[src/rtl/pc_pkg.sv]
// Shared types, constants and helpers for the program-counter sequencer.
package pc_pkg;

    // Control states of the sequencer.
    typedef enum logic [1:0] {
        RUN     = 2'd0,
        HANDLER = 2'd1,
        HALTED  = 2'd2
    } pc_state_t;

    // Cause code recorded when a taken jump lands on a misaligned target.
    localparam int unsigned CAUSE_MISALIGN = 32'd0;

    // Default vectors and alignment for a plain rv32 configuration.
    localparam logic [31:0] DEFAULT_RESET_VECTOR = 32'h0000_0000;
    localparam logic [31:0] DEFAULT_TRAP_VECTOR  = 32'h0000_0100;
    localparam int unsigned DEFAULT_IALIGN       = 32'd4;

    // True when the two low target bits violate the instruction alignment.
    // With 2-byte alignment only bit 0 matters.
    function automatic logic is_misaligned(input logic [1:0] low_bits,
                                           input int unsigned ialign);
        logic fault_s;
        if (ialign == 32'd2) begin
            fault_s = low_bits[0];
        end else begin
            fault_s = |low_bits;
        end
        return fault_s;
    endfunction

endpackage

[src/rtl/pc_target_calc.sv]
// Combinational next-PC datapath: base selection, target sum with the JALR
// bit-0 rule, sequential increment, link/AUIPC value and alignment check.
module pc_target_calc
    import pc_pkg::*;
#(
    parameter int unsigned XLEN   = 32'd32,
    parameter int unsigned IALIGN = DEFAULT_IALIGN
) (
    input  logic [XLEN-1:0] pc,
    input  logic            in_en,
    input  logic            branch_decision,
    input  logic [XLEN-1:0] generated_immediate,
    input  logic            pc_add_write_value,
    input  logic [XLEN-1:0] pc_write_value,
    input  logic            auipc_in,
    output logic [XLEN-1:0] target,
    output logic [XLEN-1:0] seq,
    output logic [XLEN-1:0] pc_add_out,
    output logic            misalign
);

    localparam logic [XLEN-1:0] SEQ_STEP = XLEN'(32'd4);

    logic [XLEN-1:0] base_s;
    logic [XLEN-1:0] sum_s;

    // Compute base, sum, masked target, sequential PC and the misalign flag.
    always_comb begin
        if (pc_add_write_value) begin
            base_s = pc_write_value;
        end else begin
            base_s = pc;
        end

        sum_s  = base_s + generated_immediate;
        target = sum_s;
        // Register-relative jumps drop bit 0 of the computed address.
        if (pc_add_write_value) begin
            target[0] = 1'b0;
        end else begin
            target[0] = sum_s[0];
        end

        seq = pc + SEQ_STEP;

        // AUIPC wants the raw sum, never the masked target.
        if (auipc_in) begin
            pc_add_out = sum_s;
        end else begin
            pc_add_out = seq;
        end

        misalign = in_en & branch_decision & is_misaligned(target[1:0], IALIGN);
    end

endmodule

[src/rtl/pc_sequencer.sv]
// Program counter with trap/return state machine, double-fault halt and a
// retired-instruction counter. All architectural outputs are registered
// except pc_add_out, which feeds the writeback mux in the same cycle.
module pc_sequencer
    import pc_pkg::*;
#(
    parameter int unsigned     XLEN         = 32'd32,
    parameter logic [XLEN-1:0] RESET_VECTOR = XLEN'(DEFAULT_RESET_VECTOR),
    parameter logic [XLEN-1:0] TRAP_VECTOR  = XLEN'(DEFAULT_TRAP_VECTOR),
    parameter int unsigned     IALIGN       = DEFAULT_IALIGN,
    parameter int unsigned     CAUSE_W      = 32'd4,
    parameter int unsigned     CNT_W        = 32'd64
) (
    input  logic               clock,
    input  logic               reset,
    input  logic               in_en,
    input  logic               branch_decision,
    input  logic [XLEN-1:0]    generated_immediate,
    input  logic               pc_add_write_value,
    input  logic [XLEN-1:0]    pc_write_value,
    input  logic               auipc_in,
    input  logic               trap_req,
    input  logic [CAUSE_W-1:0] trap_cause,
    input  logic               mret,
    output logic [XLEN-1:0]    pc_out,
    output logic [XLEN-1:0]    pc_add_out,
    output logic [XLEN-1:0]    epc_out,
    output logic [CAUSE_W-1:0] cause_out,
    output logic               in_handler,
    output logic               halted,
    output logic [CNT_W-1:0]   instret
);

    if ((IALIGN != 32'd2) && (IALIGN != 32'd4)) begin : g_bad_ialign
        $error("pc_sequencer: IALIGN must be 2 or 4");
    end

    localparam logic [CNT_W-1:0]   CNT_ONE       = CNT_W'(32'd1);
    localparam logic [CAUSE_W-1:0] MISALIGN_CODE = CAUSE_W'(CAUSE_MISALIGN);

    pc_state_t          state_r;
    pc_state_t          state_nxt_s;
    logic [XLEN-1:0]    pc_r;
    logic [XLEN-1:0]    pc_nxt_s;
    logic [XLEN-1:0]    epc_r;
    logic [XLEN-1:0]    epc_nxt_s;
    logic [CAUSE_W-1:0] cause_r;
    logic [CAUSE_W-1:0] cause_nxt_s;
    logic [CNT_W-1:0]   instret_r;
    logic [CNT_W-1:0]   instret_nxt_s;
    logic               in_handler_r;
    logic               halted_r;
    logic [XLEN-1:0]    target_s;
    logic [XLEN-1:0]    seq_s;
    logic               misalign_s;

    pc_target_calc #(
        .XLEN   (XLEN),
        .IALIGN (IALIGN)
    ) u_calc (
        .pc                  (pc_r),
        .in_en               (in_en),
        .branch_decision     (branch_decision),
        .generated_immediate (generated_immediate),
        .pc_add_write_value  (pc_add_write_value),
        .pc_write_value      (pc_write_value),
        .auipc_in            (auipc_in),
        .target              (target_s),
        .seq                 (seq_s),
        .pc_add_out          (pc_add_out),
        .misalign            (misalign_s)
    );

    // Next-state decision in priority order: trap, misalign, mret, advance, stall.
    always_comb begin
        state_nxt_s   = state_r;
        pc_nxt_s      = pc_r;
        epc_nxt_s     = epc_r;
        cause_nxt_s   = cause_r;
        instret_nxt_s = instret_r;

        case (state_r)
            RUN: begin
                if (trap_req) begin
                    epc_nxt_s   = pc_r;
                    cause_nxt_s = trap_cause;
                    pc_nxt_s    = TRAP_VECTOR;
                    state_nxt_s = HANDLER;
                end else if (misalign_s) begin
                    epc_nxt_s   = pc_r;
                    cause_nxt_s = MISALIGN_CODE;
                    pc_nxt_s    = TRAP_VECTOR;
                    state_nxt_s = HANDLER;
                end else if (in_en) begin
                    if (branch_decision) begin
                        pc_nxt_s = target_s;
                    end else begin
                        pc_nxt_s = seq_s;
                    end
                    instret_nxt_s = instret_r + CNT_ONE;
                end else begin
                    pc_nxt_s = pc_r;
                end
            end
            HANDLER: begin
                // A fault inside the handler freezes the saved context.
                if (trap_req || misalign_s) begin
                    state_nxt_s = HALTED;
                end else if (mret) begin
                    pc_nxt_s      = epc_r;
                    state_nxt_s   = RUN;
                    instret_nxt_s = instret_r + CNT_ONE;
                end else if (in_en) begin
                    if (branch_decision) begin
                        pc_nxt_s = target_s;
                    end else begin
                        pc_nxt_s = seq_s;
                    end
                    instret_nxt_s = instret_r + CNT_ONE;
                end else begin
                    pc_nxt_s = pc_r;
                end
            end
            HALTED: begin
                state_nxt_s = HALTED;
            end
            default: begin
                // Unreachable encoding: park safely until reset.
                state_nxt_s = HALTED;
            end
        endcase
    end

    // State and architectural registers; reset wins over every other input.
    always_ff @(posedge clock) begin
        if (reset) begin
            state_r      <= RUN;
            pc_r         <= RESET_VECTOR;
            epc_r        <= '0;
            cause_r      <= '0;
            instret_r    <= '0;
            in_handler_r <= 1'b0;
            halted_r     <= 1'b0;
        end else begin
            state_r      <= state_nxt_s;
            pc_r         <= pc_nxt_s;
            epc_r        <= epc_nxt_s;
            cause_r      <= cause_nxt_s;
            instret_r    <= instret_nxt_s;
            in_handler_r <= (state_nxt_s == HANDLER);
            halted_r     <= (state_nxt_s == HALTED);
        end
    end

    assign pc_out     = pc_r;
    assign epc_out    = epc_r;
    assign cause_out  = cause_r;
    assign instret    = instret_r;
    assign in_handler = in_handler_r;
    assign halted     = halted_r;

endmodule

[config.mk]
export PLATFORM = sky130hd
export DESIGN_NAME = pc_sequencer
export DESIGN_NICKNAME = d
export VERILOG_FILES = /design/src/rtl/pc_pkg.sv /design/src/rtl/pc_target_calc.sv /design/src/rtl/pc_sequencer.sv
export SDC_FILE = /design/constraint.sdc
export NUM_CORES = 1
export LEC_CHECK = 0
export BUFFER_PORTS_ARGS = -buffer_cell sky130_fd_sc_hd__buf_2
export CORE_ASPECT_RATIO = 0.6
export CORE_MARGIN = 3
export CORE_UTILIZATION = 35
export CTS_BUF_LIST = sky130_fd_sc_hd__clkbuf_8 sky130_fd_sc_hd__clkbuf_16
export DETAILED_ROUTE_END_ITERATION = 7
export PLACE_DENSITY = 0.55
export SETUP_SLACK_MARGIN = 0.02
export SLEW_MARGIN = 10
export SYNTH_ARGS = -nofsm -noshare
export SYNTH_HDL_FRONTEND = slang
export SYNTH_SLANG_ARGS = --single-unit
export TNS_END_PERCENT = 10
[constraint.sdc]
create_clock -name clock -period 4.1 [get_ports clock]
set_input_delay 0.205 -clock clock [delete_from_list [all_inputs] [get_ports clock]]
set_output_delay 0.205 -clock clock [all_outputs]
set_load 0.02 [all_outputs]
# Word-level counts from Yosys, hierarchy flattened

Cells that the tools add are included.
W data, S select, Z words.

Register bits after elaboration: 136
Input port bits: 76
Output and inout bits: 166

$add $sub $neg: 3
Equality and inequality tests: 6
Mux-type cells: 25
Bitwise logic cells: 2
Reductions and logical operators: 8

Operator list:

| kind                    | number |
|---|---|
| $mux W32                | 10 |
| $mux W64                | 5 |
| $pmux W64 S2            | 1 |
| $add A64 B1 Y64 const B | 1 |
| $pmux W32 S2            | 1 |
| $add A32 B3 Y32 const B | 1 |
| $add A32 B32 Y32        | 1 |
| $mux W2                 | 4 |
| $mux W4                 | 2 |
| $ne A2 B2 Y1 const B    | 3 |
| $eq A2 B1 Y1 const B    | 2 |
| $pmux W2 S2             | 1 |
| $reduce_and A2 Y1       | 2 |
| $reduce_and A4 Y1       | 1 |
| $reduce_bool A2 Y1      | 2 |
| $and A1 B1 Y1           | 2 |
| $eq A2 B2 Y1 const B    | 1 |
| $logic_not A2 Y1        | 1 |
| $reduce_or A2 Y1        | 1 |
| $logic_or A1 B1 Y1      | 1 |
| $mux W1                 | 1 |

# Logic depth before layout (Yosys ltp)

Depth in word-level cells: 9
Gate-level depth with buffers: 14
Mapped depth without buffers: 11

# Modules after synthesis

Synthesis repeated with hierarchy kept, for this count alone.

Cell total of the unflattened synthesis: 1301
Area total of the unflattened synthesis: 10023.4 um2

Modules (own cells, without submodules):

| module         | times used | cells each | area each (um2) | sequential area each (um2) |
|---|---|---|---|---|
| pc_sequencer   | 1          | 780        | 6419.9          | 2722.6 |
| pc_target_calc | 1          | 521        | 3603.5          | 0.0 |

# Worst setup path before layout

OpenSTA, ideal clock, no wires.

Path type: input-to-output
From: input port pc_add_write_value
To: output port pc_add_out[31]
Arrival time: 3.328 ns
Required time: 3.895 ns
Slack: 0.567 ns
Stages on the path: 12
Buffers on the path: 2
Path through: buf_2 > clkbuf_1 > mux2_2 > ha_1 > a211oi_1 > o31ai_1 > o21bai_1 > a21boi_0 > o21ai_0 > a21o_1 > and4_1 > a221oi_1

Cells in the longest elaborated chain, start to end: 3

Ends and longest elaborated chain:

| element          | line                 | text |
|---|---|---|
| start, declared  | pc_sequencer.sv:19   | `input logic pc_add_write_value,` |
| $mux W32         | pc_target_calc.sv:29 | `if (pc_add_write_value) begin` |
| $add A32 B32 Y32 | pc_target_calc.sv:35 | `sum_s = base_s + generated_immediate;` |
| $mux W32         | pc_target_calc.sv:47 | `if (auipc_in) begin` |
| end, declared    | pc_sequencer.sv:26   | `output logic [XLEN-1:0] pc_add_out,` |

Every way passes these cells.

# Worst setup path after layout

From: register pc_r[20] (netlist: pc_out[20])
To: output port pc_add_out[25]

Cells in the longest elaborated chain, start to end: 3
Elaborated cells on any way between the ends: 4
Classes of those cells: 2 x add/sub; 2 x mux

Ends and longest elaborated chain:

| element                | line                 | text |
|---|---|---|
| start, declared        | pc_sequencer.sv:43   | `logic [XLEN-1:0] pc_r;` |
| start signal, assigned | pc_sequencer.sv:146  | `pc_r <= pc_nxt_s;` |
| $mux W32               | pc_target_calc.sv:29 |  |
| $add A32 B32 Y32       | pc_target_calc.sv:35 |  |
| $mux W32 *             | pc_target_calc.sv:47 |  |

Every way passes the cells marked *; elsewhere a longest branch is shown, timed or not.

==> impl_metrics.env <==
export IMPL_wl_um=35900
export IMPL_grt_start_max_net_pins=79
export IMPL_antenna_left=0
export IMPL_synth_xor_area_share=0.0842
export IMPL_drt_initial_drc_count=986
export IMPL_die_h_um=135
export IMPL_path_clk_slew_ns=0.06
export IMPL_relSlewSlack=0.390
export IMPL_initial_utilization=0.361
export IMPL_drv_slew=0
export IMPL_post_cts_buffers=0
export IMPL_worst_slew_pin_slew_ns=0.915
export IMPL_cts_sinks=136
export IMPL_rsz0062_at_grt="false"
export IMPL_dpl_cell_area_um2=11300
export IMPL_drv_cap=0
export IMPL_fin_crit_sh=0.954
export IMPL_grt_use_total=0.233
export IMPL_syn_to_final_growth_pct=24.1
export IMPL_power_density_nw_per_um2=367
export IMPL_cts_root_buffer="clkbuf_16"
export IMPL_place_hpwl_um=27500
export IMPL_tns_ns=0
export IMPL_num_antenna_cells=0
export IMPL_fmax_mhz=256
export IMPL_synth_adder_area_share=0.0447
export IMPL_netlist_area_um2=9680
export IMPL_synth_top_family_by_area="simple AND/OR/NAND/NOR gates"
export IMPL_hold_ws_ns=0.227
export IMPL_gr_total_overflow=0
export IMPL_run_status="finished, final reports clean"
export IMPL_design_area_um2=12000
export IMPL_io_pins=242
export IMPL_critPathArrivalTime_ns=3.71
export IMPL_final_hold_violation_count=0
export IMPL_drive_gt1_frac=0.248
export IMPL_htreeDepth=4
export IMPL_seq_area_frac_synth=0.281
export IMPL_vias_per_cell=5.61
export IMPL_drtPass1Iterations=7
export IMPL_syn_instance_count=1283
export IMPL_muxShareOfSynthArea=0.0464
export IMPL_power_total_mw=4.40
export IMPL_crit_required_ns=3.89
export IMPL_cp_max_fo=10
export IMPL_layout_min_cycle_time_ns=3.91
export IMPL_die_w_um=221
export IMPL_core_region_area_um2=26800
export IMPL_crit_chain="mux2_2, ha_1, nand3_1, a211oi_1, a21bo_2, a21oi_1, o211ai_1, and4b_1, nor3_1, buf_2"
export IMPL_gp_congestion=0.966
export IMPL_yosysUniqueCellTypes=80
export IMPL_synth_top_flop_cell="dfxtp_1"
export IMPL_routedWlPerCell_um=19.2
export IMPL_insertion_delay_ns=0.43
export IMPL_antenna_found_initial=0
export IMPL_async_reset_ff_frac=0
export IMPL_avgSynthCellArea_um2=7.54
export IMPL_placed_cells=1834
export IMPL_synth_seq_cells=136
export IMPL_fp_dieArea_um2=29800
export IMPL_path_delay_family="compound AO/OA/AOI/OAI gates"
export IMPL_crit_slowest_cell="dfxtp_1"
export IMPL_setup_viol=0
export IMPL_startpoint_type="register"
export IMPL_grt_first_pass_wirelength_um=54100
export IMPL_peakVddDrop_mv=0.207
export IMPL_critical_path_class="register to primary output"
export IMPL_hold_path_class="input port to register"
export IMPL_io_buffers=241
export IMPL_cellLeakagePower_nw=5.12
export IMPL_fp_row_count=46
export IMPL_synthesis_nets=1393
export IMPL_synth_edf_count=0
export IMPL_fin_nets=1607
export IMPL_finalClockSkew_ns=0.0119
export IMPL_clockBufferDepth=2
export IMPL_final_cells=1870
export IMPL_synth_simple_area_share=0.257
export IMPL_cts_buffers=17
export IMPL_cp_buffers_inverters=1
export IMPL_grt_pass1_vias=9332
export IMPL_via_count=10500
export IMPL_worst_path_largest_cell_delay_ns=0.43
export IMPL_yosysWarningCount=0
export IMPL_setup_worst_path_end_class="primary output"
export IMPL_synth_compound_area_frac=0.235
export IMPL_cts_tree="yes"
export IMPL_drc=0
-- final timing paths --
kind                            start                  endpoint  slack (ns)  cells after the start
max reg2reg    pc_out[0]$_SDFFE_PP0P_  instret[63]$_SDFFE_PP0P_        0.58                     11
min                             in_en   pc_out[31]$_SDFFE_PP0P_        0.23                      2
max           pc_out[20]$_SDFFE_PP0P_            pc_add_out[25]        0.19                     10
min reg2reg  epc_out[23]$_SDFFE_PP0P_  epc_out[23]$_SDFFE_PP0P_        0.47                      2
-- area by class of cell --
cell class                      instances  area [um2]
Tap cell                              360         450
Clock inverter                         14         229
Multi-Input combinational cell       1025        6480
Timing Repair Buffer                  286        1570
Sequential cell                       136        2720
Inverter                               31         116
Clock buffer                           18         439
Fill cell                            2801       14800
-- what timing repair did --
action	CTS	global route
hold endpoints to repair	4	0
resized for setup	0	7
endpoints found under the setup margin	0	10
hold buffers	4	0
-- per-stage QoR --
step | util | worst slack (ns)
floorplan | - | 0.567
global placement | 0.421 | 0.449
finish | 0.448 | 0.187
detailed placement | 0.421 | 0.392
CTS | 0.447 | 0.101
global route | 0.448 | 0.0366
-- placed cells by master (no fill, tap or decap), types with 33 or more instances in the layout --
master / instances
ha_1: 33
o21ai_0: 91
buf_4: 41
nor2_1: 114
nand3_1: 41
dfxtp_1: 136
a21oi_1: 126
xnor2_1: 49
buf_2: 240
nand2_1: 156
xor2_1: 44
-- sequential cells by signal (all words and copies together) (netlist names) --
name,flops
halted,1
state_r,2
pc_out,32
epc_out,32
in_handler,1
cause_out,4
instret,64
-- cell families (layout without fill, tap and decap cells) --
group / Yosys count / count (layout)
buf+inv: 122 / 349
compound gates: 367 / 367
flops: 136 / 136
mux: 41 / 41
simple gates: 490 / 490
xor+xnor: 93 / 93
fa+ha+maj: 34 / 34
-- per-layer routing --
metal,track usage,up-vias,share of wire
met2,0.341,406,0.42
met4,0.0401,0,0.0086
met5,0,-,0
met3,0.0452,27,0.074
met1,0.357,5007,0.49
li1,-,5051,-
-- power breakdown --
| group | total, mW | switching, mW | internal [mW] |
|---|---|---|---|
| combinational | 1.20 | 0.763 | 0.437 |
| clock | 1.78 | 0.626 | 1.15 |
| sequential | 1.43 | 0.0640 | 1.36 |
-- synth_stat cells (all sizes together), types with 5 or more instances --
master / count / area share
a31oi: 9 / 0.0058
nor3b: 6 / 0.0047
mux2: 31 / 0.036
or3: 28 / 0.018
nand2b: 6 / 0.0039
and3: 22 / 0.014
a221oi: 8 / 0.0072
nor2b: 6 / 0.0039
inv: 31 / 0.012
nand3: 43 / 0.024
ha: 33 / 0.043
o21ai: 95 / 0.050
and2: 18 / 0.012
nor3: 31 / 0.018
a21o: 21 / 0.016
a211oi: 15 / 0.012
o21a: 9 / 0.0070
xor2: 44 / 0.040
xnor2: 49 / 0.044
nand2: 156 / 0.060
dfxtp: 136 / 0.28
and4: 10 / 0.0090
mux2i: 10 / 0.010
o22ai: 10 / 0.0065
clkbuf: 67 / 0.026
nor4: 12 / 0.016
o221ai: 5 / 0.0045
buf: 24 / 0.013
nor2: 115 / 0.045
nand4: 25 / 0.018
o211ai: 10 / 0.0078
a21oi: 127 / 0.066
a22oi: 13 / 0.010
Note: power is estimated with default switching activity, not from simulation.
